`config.mk`:
```
export PLATFORM = sky130hd
export DESIGN_NAME = button_event_ctrl_flat
export DESIGN_NICKNAME = d
export VERILOG_FILES = /design/src/rtl/button_event_ctrl_if.sv /design/src/rtl/button_event_ctrl.sv /design/src/flat_wrapper.sv
export SDC_FILE = /design/constraint.sdc
export NUM_CORES = 1
export LEC_CHECK = 0
export ABC_AREA = 0
export BUFFER_PORTS_ARGS = -buffer_cell sky130_fd_sc_hd__buf_4
export CAP_MARGIN = 40
export CORE_AREA = 10 10 169 123
export CTS_CLUSTER_SIZE = 25
export DETAILED_ROUTE_END_ITERATION = 10
export DIE_AREA = 0 0 179 133
export PLACE_DENSITY_LB_ADDON = 0.05
export SYNTH_ARGS = -nofsm -noshare
export SYNTH_HDL_FRONTEND = slang
export SYNTH_SLANG_ARGS = --single-unit
```
`constraint.sdc`:
```
create_clock -name clk -period 5.15 [get_ports clk]
set_clock_uncertainty 0.05 [all_clocks]
set_input_delay 0.515 -clock clk [delete_from_list [all_inputs] [get_ports clk]]
set_output_delay 0.515 -clock clk [all_outputs]
set_load 0.01 [all_outputs]
```
`src/rtl/button_event_ctrl_if.sv`:
```
// button_event_ctrl_if: event valid/ready handshake plus the event-lost pulse
interface button_event_ctrl_if;
    logic       evt_valid;
    logic       evt_ready;
    logic [1:0] evt_id;
    logic       evt_repeat;
    logic       evt_lost;
    modport master(output evt_valid, evt_id, evt_repeat, evt_lost, input evt_ready);
    modport slave(input evt_valid, evt_id, evt_repeat, evt_lost, output evt_ready);
endinterface

```
`src/rtl/button_event_ctrl.sv`:
```
// button_event_ctrl: debounces 4 raw buttons into press/auto-repeat events on a valid/ready port
module button_event_ctrl #(
    parameter int TICK_DIV     = 100000,
    parameter int STABLE_TICKS = 20,
    parameter int HOLD_TICKS   = 500,
    parameter int REPEAT_TICKS = 100
) (
    input  logic                       clk,
    input  logic                       rst_n,
    input  logic [3:0]                 i_btn_n,
    output logic [3:0]                 o_btn_level,
    button_event_ctrl_if.master        evt
);
    localparam int DW = $clog2(TICK_DIV);
    typedef enum logic [2:0] {IDLE, DEB_PRESS, HELD, RPT, DEB_REL} state_t;
    state_t      r_st [4];
    logic [15:0] r_cnt [4];
    logic [3:0]  r_sync1, r_sync2, r_lvl, r_pend, r_prep;
    logic [DW-1:0] r_div;
    logic        r_valid, r_rep, r_lost;
    logic [1:0]  r_id;
    logic        w_tick, w_load, w_any;
    logic [1:0]  w_sel;
    logic [3:0]  w_pressed, w_ev, w_rep, w_take, w_loss, w_acc;
    assign w_pressed = ~r_sync2;
    assign w_tick    = r_div == DW'(TICK_DIV - 1);
    assign w_any     = |r_pend;
    assign w_sel     = r_pend[0] ? 2'd0 : r_pend[1] ? 2'd1 : r_pend[2] ? 2'd2 : 2'd3;
    assign w_load    = !r_valid || evt.evt_ready;
    assign w_take    = (w_load && w_any) ? 4'b0001 << w_sel : 4'b0000;
    assign w_loss    = w_ev & r_pend & ~w_take;
    assign w_acc     = w_ev & ~w_loss;
    // cnt+1==N is compared as cnt==N-1 so a full 16-bit cnt cannot wrap
    always_comb begin
        w_ev  = '0;
        w_rep = '0;
        for (int i = 0; i < 4; i++) begin
            w_ev[i]  = w_tick && w_pressed[i] &&
                       ((r_st[i] == DEB_PRESS && r_cnt[i] == 16'(STABLE_TICKS)) ||
                        (r_st[i] == HELD && r_cnt[i] == 16'(HOLD_TICKS - 1)) ||
                        (r_st[i] == RPT && r_cnt[i] == 16'(REPEAT_TICKS - 1)));
            w_rep[i] = r_st[i] != DEB_PRESS;
        end
    end
    always_ff @(posedge clk or negedge rst_n) begin
        if (!rst_n) begin
            r_sync1 <= 4'hF;
            r_sync2 <= 4'hF;
            r_div   <= '0;
        end else begin
            r_sync1 <= i_btn_n;
            r_sync2 <= r_sync1;
            r_div   <= w_tick ? '0 : r_div + DW'(1);
        end
    end
    always_ff @(posedge clk or negedge rst_n) begin
        if (!rst_n) begin
            for (int i = 0; i < 4; i++) begin
                r_st[i]  <= IDLE;
                r_cnt[i] <= '0;
            end
            r_lvl <= '0;
        end else if (w_tick) begin
            for (int i = 0; i < 4; i++) begin
                case (r_st[i])
                    IDLE: if (w_pressed[i]) begin
                        r_st[i]  <= DEB_PRESS;
                        r_cnt[i] <= 16'd1;
                    end
                    DEB_PRESS: if (!w_pressed[i]) r_st[i] <= IDLE;
                    else if (r_cnt[i] == 16'(STABLE_TICKS)) begin
                        r_st[i]  <= HELD;
                        r_cnt[i] <= '0;
                        r_lvl[i] <= 1'b1;
                    end else r_cnt[i] <= r_cnt[i] + 16'd1;
                    HELD, RPT: if (!w_pressed[i]) begin
                        r_st[i]  <= DEB_REL;
                        r_cnt[i] <= 16'd1;
                    end else if (r_cnt[i] == 16'(r_st[i] == HELD ? HOLD_TICKS - 1 : REPEAT_TICKS - 1)) begin
                        r_st[i]  <= RPT;
                        r_cnt[i] <= '0;
                    end else r_cnt[i] <= r_cnt[i] + 16'd1;
                    DEB_REL: if (w_pressed[i]) begin
                        r_st[i]  <= HELD;
                        r_cnt[i] <= '0;
                    end else if (r_cnt[i] == 16'(STABLE_TICKS)) begin
                        r_st[i]  <= IDLE;
                        r_lvl[i] <= 1'b0;
                    end else r_cnt[i] <= r_cnt[i] + 16'd1;
                    default: begin
                        r_st[i]  <= IDLE;
                        r_lvl[i] <= 1'b0;
                    end
                endcase
            end
        end
    end
    // a dropped event keeps the older pend_rep; a refill in the consume cycle is not a loss
    always_ff @(posedge clk or negedge rst_n) begin
        if (!rst_n) begin
            r_pend  <= '0;
            r_prep  <= '0;
            r_lost  <= 1'b0;
            r_valid <= 1'b0;
            r_id    <= '0;
            r_rep   <= 1'b0;
        end else begin
            r_pend <= w_ev | (r_pend & ~w_take);
            r_prep <= (r_prep & ~w_acc) | (w_rep & w_acc);
            r_lost <= |w_loss;
            if (w_load) begin
                r_valid <= w_any;
                if (w_any) begin
                    r_id  <= w_sel;
                    r_rep <= r_prep[w_sel];
                end
            end
        end
    end
    assign evt.evt_valid  = r_valid;
    assign evt.evt_id     = r_id;
    assign evt.evt_repeat = r_rep;
    assign evt.evt_lost   = r_lost;
    assign o_btn_level    = r_lvl;
endmodule

```
`src/flat_wrapper.sv`:
```
// flat-port wrapper written by rule: the top's interface ports become plain ports
module button_event_ctrl_flat 
#(
    parameter int TICK_DIV     = 100000,
    parameter int STABLE_TICKS = 20,
    parameter int HOLD_TICKS   = 500,
    parameter int REPEAT_TICKS = 100
)
  (clk, rst_n, i_btn_n, o_btn_level, evt_evt_valid, evt_evt_id, evt_evt_repeat, evt_evt_lost, evt_evt_ready);
  button_event_ctrl_if evt_i ();
  input  logic clk;
  input  logic rst_n;
  input  logic [3:0] i_btn_n;
  output logic [3:0] o_btn_level;
  output wire logic [$bits(evt_i.evt_valid)-1:0] evt_evt_valid;
  output wire logic [$bits(evt_i.evt_id)-1:0] evt_evt_id;
  output wire logic [$bits(evt_i.evt_repeat)-1:0] evt_evt_repeat;
  output wire logic [$bits(evt_i.evt_lost)-1:0] evt_evt_lost;
  input wire logic [$bits(evt_i.evt_ready)-1:0] evt_evt_ready;
  assign evt_evt_valid = evt_i.evt_valid;
  assign evt_evt_id = evt_i.evt_id;
  assign evt_evt_repeat = evt_i.evt_repeat;
  assign evt_evt_lost = evt_i.evt_lost;
  assign evt_i.evt_ready = evt_evt_ready;
  button_event_ctrl #(.TICK_DIV(TICK_DIV), .STABLE_TICKS(STABLE_TICKS), .HOLD_TICKS(HOLD_TICKS), .REPEAT_TICKS(REPEAT_TICKS)) u_core (.clk(clk), .rst_n(rst_n), .i_btn_n(i_btn_n), .o_btn_level(o_btn_level), .evt(evt_i));
endmodule
```
==> out/metrics.yaml, run 1 <==
logic_synthesis:
  synth_ff_type: "dfrtp_1"
  synth_cell_types: 77
  syn_inst: 786
  ys.warnings.count: 0
  seq_area_frac_synth_pct: 41.9
  synth_area_leaders: "dfrtp_1, nand2_1, o21ai_0"
  synth-edff-count: 0
  ys_ff_latch: 118
  synthArstFlopShare_pct: 100
  avgSynthCellArea_sq_um: 9.01
  syn_area_sq_um: 7080
  synth_area_leader_cell: "dfrtp_1"
  synth_top_area_share_pct: 38.9
  syn_nets: 802
hold_path:
  hp-class: "in2reg"
global_routing:
  grtUsageTotal_pct: 14.9
  grt_max_degree: 50
  overflow: 0
  grt_pass1_wl_um: 29500
  grt_antenna_before_repair: 0
  grt_pass1_vias: 5742
critical_path:
  startpoint_type: "register"
  crit_type: "reg2reg"
  worstPathRequired_ns: 5.37
  critPathArrivalTime_ns: 2.92
  path_max_fanout: 15
  end_kind: "register"
clock_tree:
  cts_tree: "built"
  htreeDepth: 4
  clk_pin_slew_ns: 0.06
  cts_made_buffers: 17
  cts_root_buf: "clkbuf_16"
  clock-sinks: 118
  cts_max_path_buffers: 2
  clock_latency_ns: 0.42
finish:
  fin_nets: 800
  final_cell_mix: "dfrtp_1, nand2_1, nor2_1, o21ai_0, a21oi_1"
  antenna_cells: 0
  mostFrequentLayoutCell: "dfrtp_1"
  register_area_sq_um: 2960
  drive_gt1_share_pct: 11.2
  areaGrowthSynthToFinish_pct: 12.9
  fin_util_pct: 45.1
  fillerInstances: 1693
  multi_input_area_sq_um: 3850
floorplanning:
  coreArea_sq_um: 17700
  io_pins: 16
  start_util_pct: 40.0
  die_w_um: 179
  die_y_um: 133
  rows: 41
  die_area_sq_um: 23800
timing:
  fin_crit_sh_pct: 52.4
  fmaxAchievable_mhz: 370
  final-hold-violation-count: 0
  setup_viol: 0
  holdWs_ns: 0.153
  drv_slew: 0
  slew_headroom_pct: 41.2
  fin_ws_ns: 2.45
  tightest_slew_ns: 0.873
  rsz0062_at_grt: "false"
  min_period_ns: 2.70
  fin_setup_tns_ns: 0
drt:
  ant_nets: 0
  dr.first_iter.drc_count: 572
  first_pass_iters: 6
  viasPerCell: 5.84
  dr_total_vias: 6034
  drcViolationCount: 0
  drt-wirelength-per-cell_um: 16.6
  drt_wl_total_um: 17200
pwr:
  switching_share_pct: 21.0
  fin_total_pwr_mw: 2.24
  seq_power_share_pct: 42.5
  power_frac_clock_pct: 55.1
  ir_worst_vdd_mv: 0.201
  internal-power_mw: 1.77
  switching_power_mw: 0.471
  p_per_area_nw_per_um2: 280
  p_leak_nw: 3.20
  power_frac_comb_pct: 2.4
place:
  pre_cts_slack_ns: 2.48
  io_buffer_count: 15
  place_congestion: 0.807
  dp.final_hpwl_um: 11900
flow_run:
  max_cap_viol_count: 0
run_status:
  outcome: "complete, no violations"
-- Yosys cell counts, types with 7 or more instances --
| master | instances |
|---|---|
| dfstp_2 | 8 |
| o31ai_1 | 10 |
| or3_1 | 22 |
| clkbuf_1 | 25 |
| xor2_1 | 11 |
| nand3_1 | 45 |
| and4_1 | 11 |
| nor3_1 | 24 |
| nand2b_1 | 11 |
| buf_2 | 18 |
| nand2_1 | 71 |
| ha_1 | 9 |
| xnor2_1 | 13 |
| or4_1 | 7 |
| inv_1 | 22 |
| o21ai_0 | 50 |
| a31oi_1 | 12 |
| nor4_1 | 13 |
| o211ai_1 | 16 |
| and2_1 | 9 |
| nand4_1 | 15 |
| dfrtp_1 | 110 |
| nor2_1 | 59 |
| mux2i_1 | 16 |
| and3_1 | 13 |
| a21oi_1 | 46 |
-- through the flow --
step           instances  area (sq um)
2_1_floorplan        786          7080
3_3_place_gp         999          7340
3_5_place_dp        1000          7370
4_1_cts             1033          7990
5_1_grt             1033          7990
6_report            1033          7990
-- path summary, 6_finish.rpt --
kind                                           endpoint  slack, ns                         start  depth (start not counted)
setup / recovery           u_core.r_cnt[29]$_DFFE_PN0P_       2.45  u_core.r_cnt[19]$_DFFE_PN0P_                          5
hold / removal              u_core.r_sync1[0]$_DFF_PN1_       0.15                    i_btn_n[0]                          1
setup reg to reg           u_core.r_cnt[29]$_DFFE_PN0P_       2.45  u_core.r_cnt[19]$_DFFE_PN0P_                          5
hold reg to reg             u_core.r_sync2[2]$_DFF_PN1_       0.31   u_core.r_sync1[2]$_DFF_PN1_                          0
max in group asynchronous  u_core.r_cnt[12]$_DFFE_PN0P_       3.60                         rst_n                          3
min in group asynchronous  u_core.r_cnt[61]$_DFFE_PN0P_       0.51                         rst_n                          2
-- layout make-up --
class | count | share of cell area [%]
Timing Repair Buffer | 22 | 2.35
Clock inverter | 9 | 1.55
Sequential cell | 118 | 37.1
Multi-Input combinational cell | 603 | 48.2
Clock buffer | 23 | 6.11
Tap cell | 236 | 3.70
Inverter | 22 | 1.03
-- critical path, cell delays in order, from the launching register on --
cell,delay [ns]
dfrtp_1,0.43
nor4_1,0.61
nand4_1,0.41
a31oi_1,0.32
o2111a_1,0.60
nor3_1,0.13
-- layer usage --
metal / vias to the layer above / global-route usage [%] / routed length [um] / share of wire, %
met5: - / 0 / 0 / 0
met4: 0 / 3.94 / 105 / 0.61
met3: 12 / 3.67 / 722 / 4.2
met2: 114 / 20.7 / 7330 / 43
met1: 2961 / 22.3 / 9030 / 53
li1: 2947 / - / - / -
-- power groups by stage --
stage	Clock [mW]	Combinational, mW	Sequential [mW]
6_report	1.24	0.0534	0.952
2_1_floorplan	0	0.0162	0.963
3_5_place_dp	0	0.0554	0.967
5_1_grt	1.31	0.0606	0.952
3_3_place_gp	0	0.0517	0.968
4_1_cts	1.27	0.0562	0.951
-- sequential cells by signal (all words and copies together), names as in the netlist, named ones only --
signal                 count
u_core.evt.evt_id          2
u_core.evt.evt_valid       1
u_core.evt.evt_repeat      1
u_core.evt.evt_lost        1
u_core.o_btn_level         4
u_core.r_sync1             4
u_core.r_cnt              64
u_core.r_st               12
u_core.r_pend              4
u_core.r_div              17
u_core.r_sync2             4
-- cells by family after synthesis --
kind of cell	synth area share, %
buffers and inverters	3.77
AOI/OAI and AO/OA	18.4
muxes	3.06
xor gates and xnor gates	2.97
and+or+nand+nor	28.3
adders and majority gates	1.59
DFF	41.9
-- repair_timing --
action,CTS,global route
endpoints found under the setup margin,0,0
gates resized for setup,0,0
hold buffers,1,0
buffers inserted,0,0
endpoints found under the hold margin,23,0
No activity file was read; power rests on OpenSTA's default activity.
==> inputs of run 2 (changes only) <==
--- a/config.mk
+++ b/config.mk
@@ -5,13 +5,13 @@
 export SDC_FILE = /design/constraint.sdc
 export NUM_CORES = 1
 export LEC_CHECK = 0
-export ABC_AREA = 0
+export ABC_AREA = 1
 export BUFFER_PORTS_ARGS = -buffer_cell sky130_fd_sc_hd__buf_4
 export CAP_MARGIN = 40
-export CORE_AREA = 10 10 169 123
+export CORE_AREA = 10 10 185 135
 export CTS_CLUSTER_SIZE = 25
 export DETAILED_ROUTE_END_ITERATION = 10
-export DIE_AREA = 0 0 179 133
+export DIE_AREA = 0 0 195 145
 export PLACE_DENSITY_LB_ADDON = 0.05
 export SYNTH_ARGS = -nofsm -noshare
 export SYNTH_HDL_FRONTEND = slang
==> constraint.sdc (replaced) <==
create_clock -name clk -period 2.4 [get_ports clk]
set_clock_uncertainty 0.05 [all_clocks]
set_input_delay 0.24 -clock clk [delete_from_list [all_inputs] [get_ports clk]]
set_output_delay 0.24 -clock clk [all_outputs]
set_load 0.01 [all_outputs]
==> out/metrics.yaml, run 2 <==
timing:
  fin_ws_ns: 0.248
  tightest_slew_ns: 0.655
  fin_crit_sh_pct: 89.7
  final-hold-violation-count: 0
  fin_setup_tns_ns: 0
  fmaxAchievable_mhz: 465
  drv_slew: 0
  slew_headroom_pct: 56.3
  holdWs_ns: 0.113
  min_period_ns: 2.15
  rsz0062_at_grt: "false"
  setup_viol: 0
critical_path:
  cp_slowest_stage_delay_ns: 0.43
  crit_type: "reg2reg"
  startpoint_type: "register"
  critPathArrivalTime_ns: 2.43
  path_cells: "ha_1 -> nand2_1 -> inv_1 -> nand2_1 -> nor2_1 -> nand3_1 -> nor2_1 -> inv_1 -> nand2_1 -> nand2_1"
  path_max_fanout: 6
  cp_slowest_cell: "nor2_1"
  cpMostUsedCell: "nand2_1"
  worstPathRequired_ns: 2.68
  end_kind: "register"
logic_synthesis:
  synth_area_leader_cell: "dfrtp_1"
  ys_ff_latch: 118
  synth_area_leaders: "dfrtp_1, nand2_1, nand3_1"
  seq_area_frac_synth_pct: 34.2
  syn_area_sq_um: 8660
  synth_ff_type: "dfrtp_1"
  avgSynthCellArea_sq_um: 6.58
  synthTopCellsByCount: "nand2_1, nor2_1, inv_1"
  post-synth-top-count-cell: "nand2_1"
  syn_nets: 1332
  syn_inst: 1316
  synth_top_area_share_pct: 31.8
  synth_cell_types: 42
  synthArstFlopShare_pct: 100
  synth-edff-count: 0
  ys.warnings.count: 0
global_routing:
  grt_pass1_vias: 7549
  grtUsageTotal_pct: 16.9
  overflow: 0
  grt_max_degree: 67
  grt_pass1_wl_um: 40000
  grt_antenna_before_repair: 0
hold_path:
  hp-class: "in2reg"
drt:
  dr.first_iter.drc_count: 710
  viasPerCell: 5.02
  first_pass_iters: 5
  drt_wl_total_um: 23500
  drcViolationCount: 0
  dr_total_vias: 8265
  drt-wirelength-per-cell_um: 14.3
  ant_nets: 0
floorplanning:
  die_w_um: 195
  die_y_um: 145
  io_pins: 16
  start_util_pct: 40.5
  rows: 45
  coreArea_sq_um: 21400
  die_area_sq_um: 28300
finish:
  fillerInstances: 2217
  mostFrequentLayoutCell: "nand2_1"
  largest-register: "u_core.r_cnt"
  areaGrowthSynthToFinish_pct: 13.0
  reg.largest.list: "u_core.r_cnt (64), u_core.r_div (17), u_core.r_st (12)"
  antenna_cells: 0
  final_cell_mix: "nand2_1, nor2_1, inv_1, nand3_1, dfrtp_1"
  fin_nets: 1367
  drive_gt1_share_pct: 12.2
  largest_register_ffs: 64
pwr:
  ir_worst_vdd_mv: 0.530
  p_per_area_nw_per_um2: 508
  p_leak_nw: 4.88
place:
  dp.final_hpwl_um: 17800
  io_buffer_count: 15
  place_congestion: 0.889
  pre_cts_slack_ns: 0.240
clock_tree:
  clock-sinks: 118
  cts_max_path_buffers: 2
  clk_pin_slew_ns: 0.06
  post-cts-setup-buffers: 0
  cts_made_buffers: 17
  htreeDepth: 4
  cts_tree: "built"
  clock_latency_ns: 0.43
  cts_root_buf: "clkbuf_16"
flow_run:
  max_cap_viol_count: 0
run_status:
  outcome: "complete, no violations"
run 2: cell types whose count changed after synthesis, moves of 21 or more:
cell,change
a21oi_1,-35
clkbuf_1,-23
inv_1,+169
nand2_1,+274
nand3_1,+113
nand4_1,+39
nor2_1,+135
nor2_2,+21
or3_1,-22
run 2: kinds of logic after synthesis:
logic type      share of synthesized area [%]
xor+xnor                                 1.42
flops                                    34.2
fa+ha+maj                                1.30
simple gates                             46.5
compound gates                           6.01
buf+inv                                  10.6
run 2: what timing repair did:
action / 4_1_cts / 5_1_grt
endpoints found under the hold margin: 61 / 0
gates resized for setup: 0 / 0
hold buffers: 5 / 0
run 2: final cells by class:
| type | count | area (sq um) | share of cell area (%) |
|---|---|---|---|
| Multi-Input combinational cell | 969 | 4780 | 48.8 |
| Sequential cell | 118 | 2960 | 30.3 |
| Inverter | 215 | 818 | 8.36 |
| Clock buffer | 19 | 443 | 4.52 |
| Tap cell | 282 | 353 | 3.60 |
| Timing Repair Buffer | 30 | 254 | 2.59 |
| Clock inverter | 13 | 180 | 1.84 |
run 2: metrics by stage:
step	instance area, sq um	util, %	std cells	power (mW)
global placement	9120	42.6	1609	2.27
detailed placement	9120	42.6	1609	2.26
CTS	9790	45.8	1646	5.04
floorplan	8660	-	1316	2.15
finish	9790	45.8	1646	4.98
global route	9790	45.8	1646	5.17
run 2: report_power, final:
group | internal [mW] | switching [mW] | leakage, nW
Sequential | 2.03 | 0.0282 | 1.58
Clock | 1.76 | 0.992 | 0.299
Combinational | 0.0634 | 0.113 | 3.00
Total | 3.85 | 1.13 | 4.88
run 2: final timing paths:
check / cells past startpoint / slack (ns) / start / endpoint
max: 10 / 0.25 / u_core.r_div[0]$_DFF_PN0_ / u_core.r_cnt[43]$_DFFE_PN0P_
min: 4 / 0.11 / evt_evt_ready / u_core.evt.evt_valid$_DFFE_PN0N_
max reg2reg: 10 / 0.25 / u_core.r_div[0]$_DFF_PN0_ / u_core.r_cnt[43]$_DFFE_PN0P_
min reg2reg: 0 / 0.31 / u_core.r_sync1[3]$_DFF_PN1_ / u_core.r_sync2[3]$_DFF_PN1_
max in group asynchronous: 3 / 1.20 / rst_n / u_core.r_cnt[25]$_DFFE_PN0P_
min in group asynchronous: 2 / 0.31 / rst_n / u_core.r_st[6]$_DFFE_PN0P_
run 2: per-layer routing:
metal,up-vias,track usage (%),routed length [um]
li1,4275,-,-
met3,14,3.13,1230
met2,198,21.9,9300
met1,3778,27.1,12800
met5,-,0,0
met4,0,3.88,169
run 2: worst max-delay path, delay by kind of cell, from the launching register on:
| kind | cells | cell delay (ns) |
|---|---|---|
| adders and majority gates | 1 | 0.17 |
| buffers and inverters | 2 | 0.23 |
| DFF | 1 | 0.36 |
| and+or+nand+nor | 7 | 1.23 |
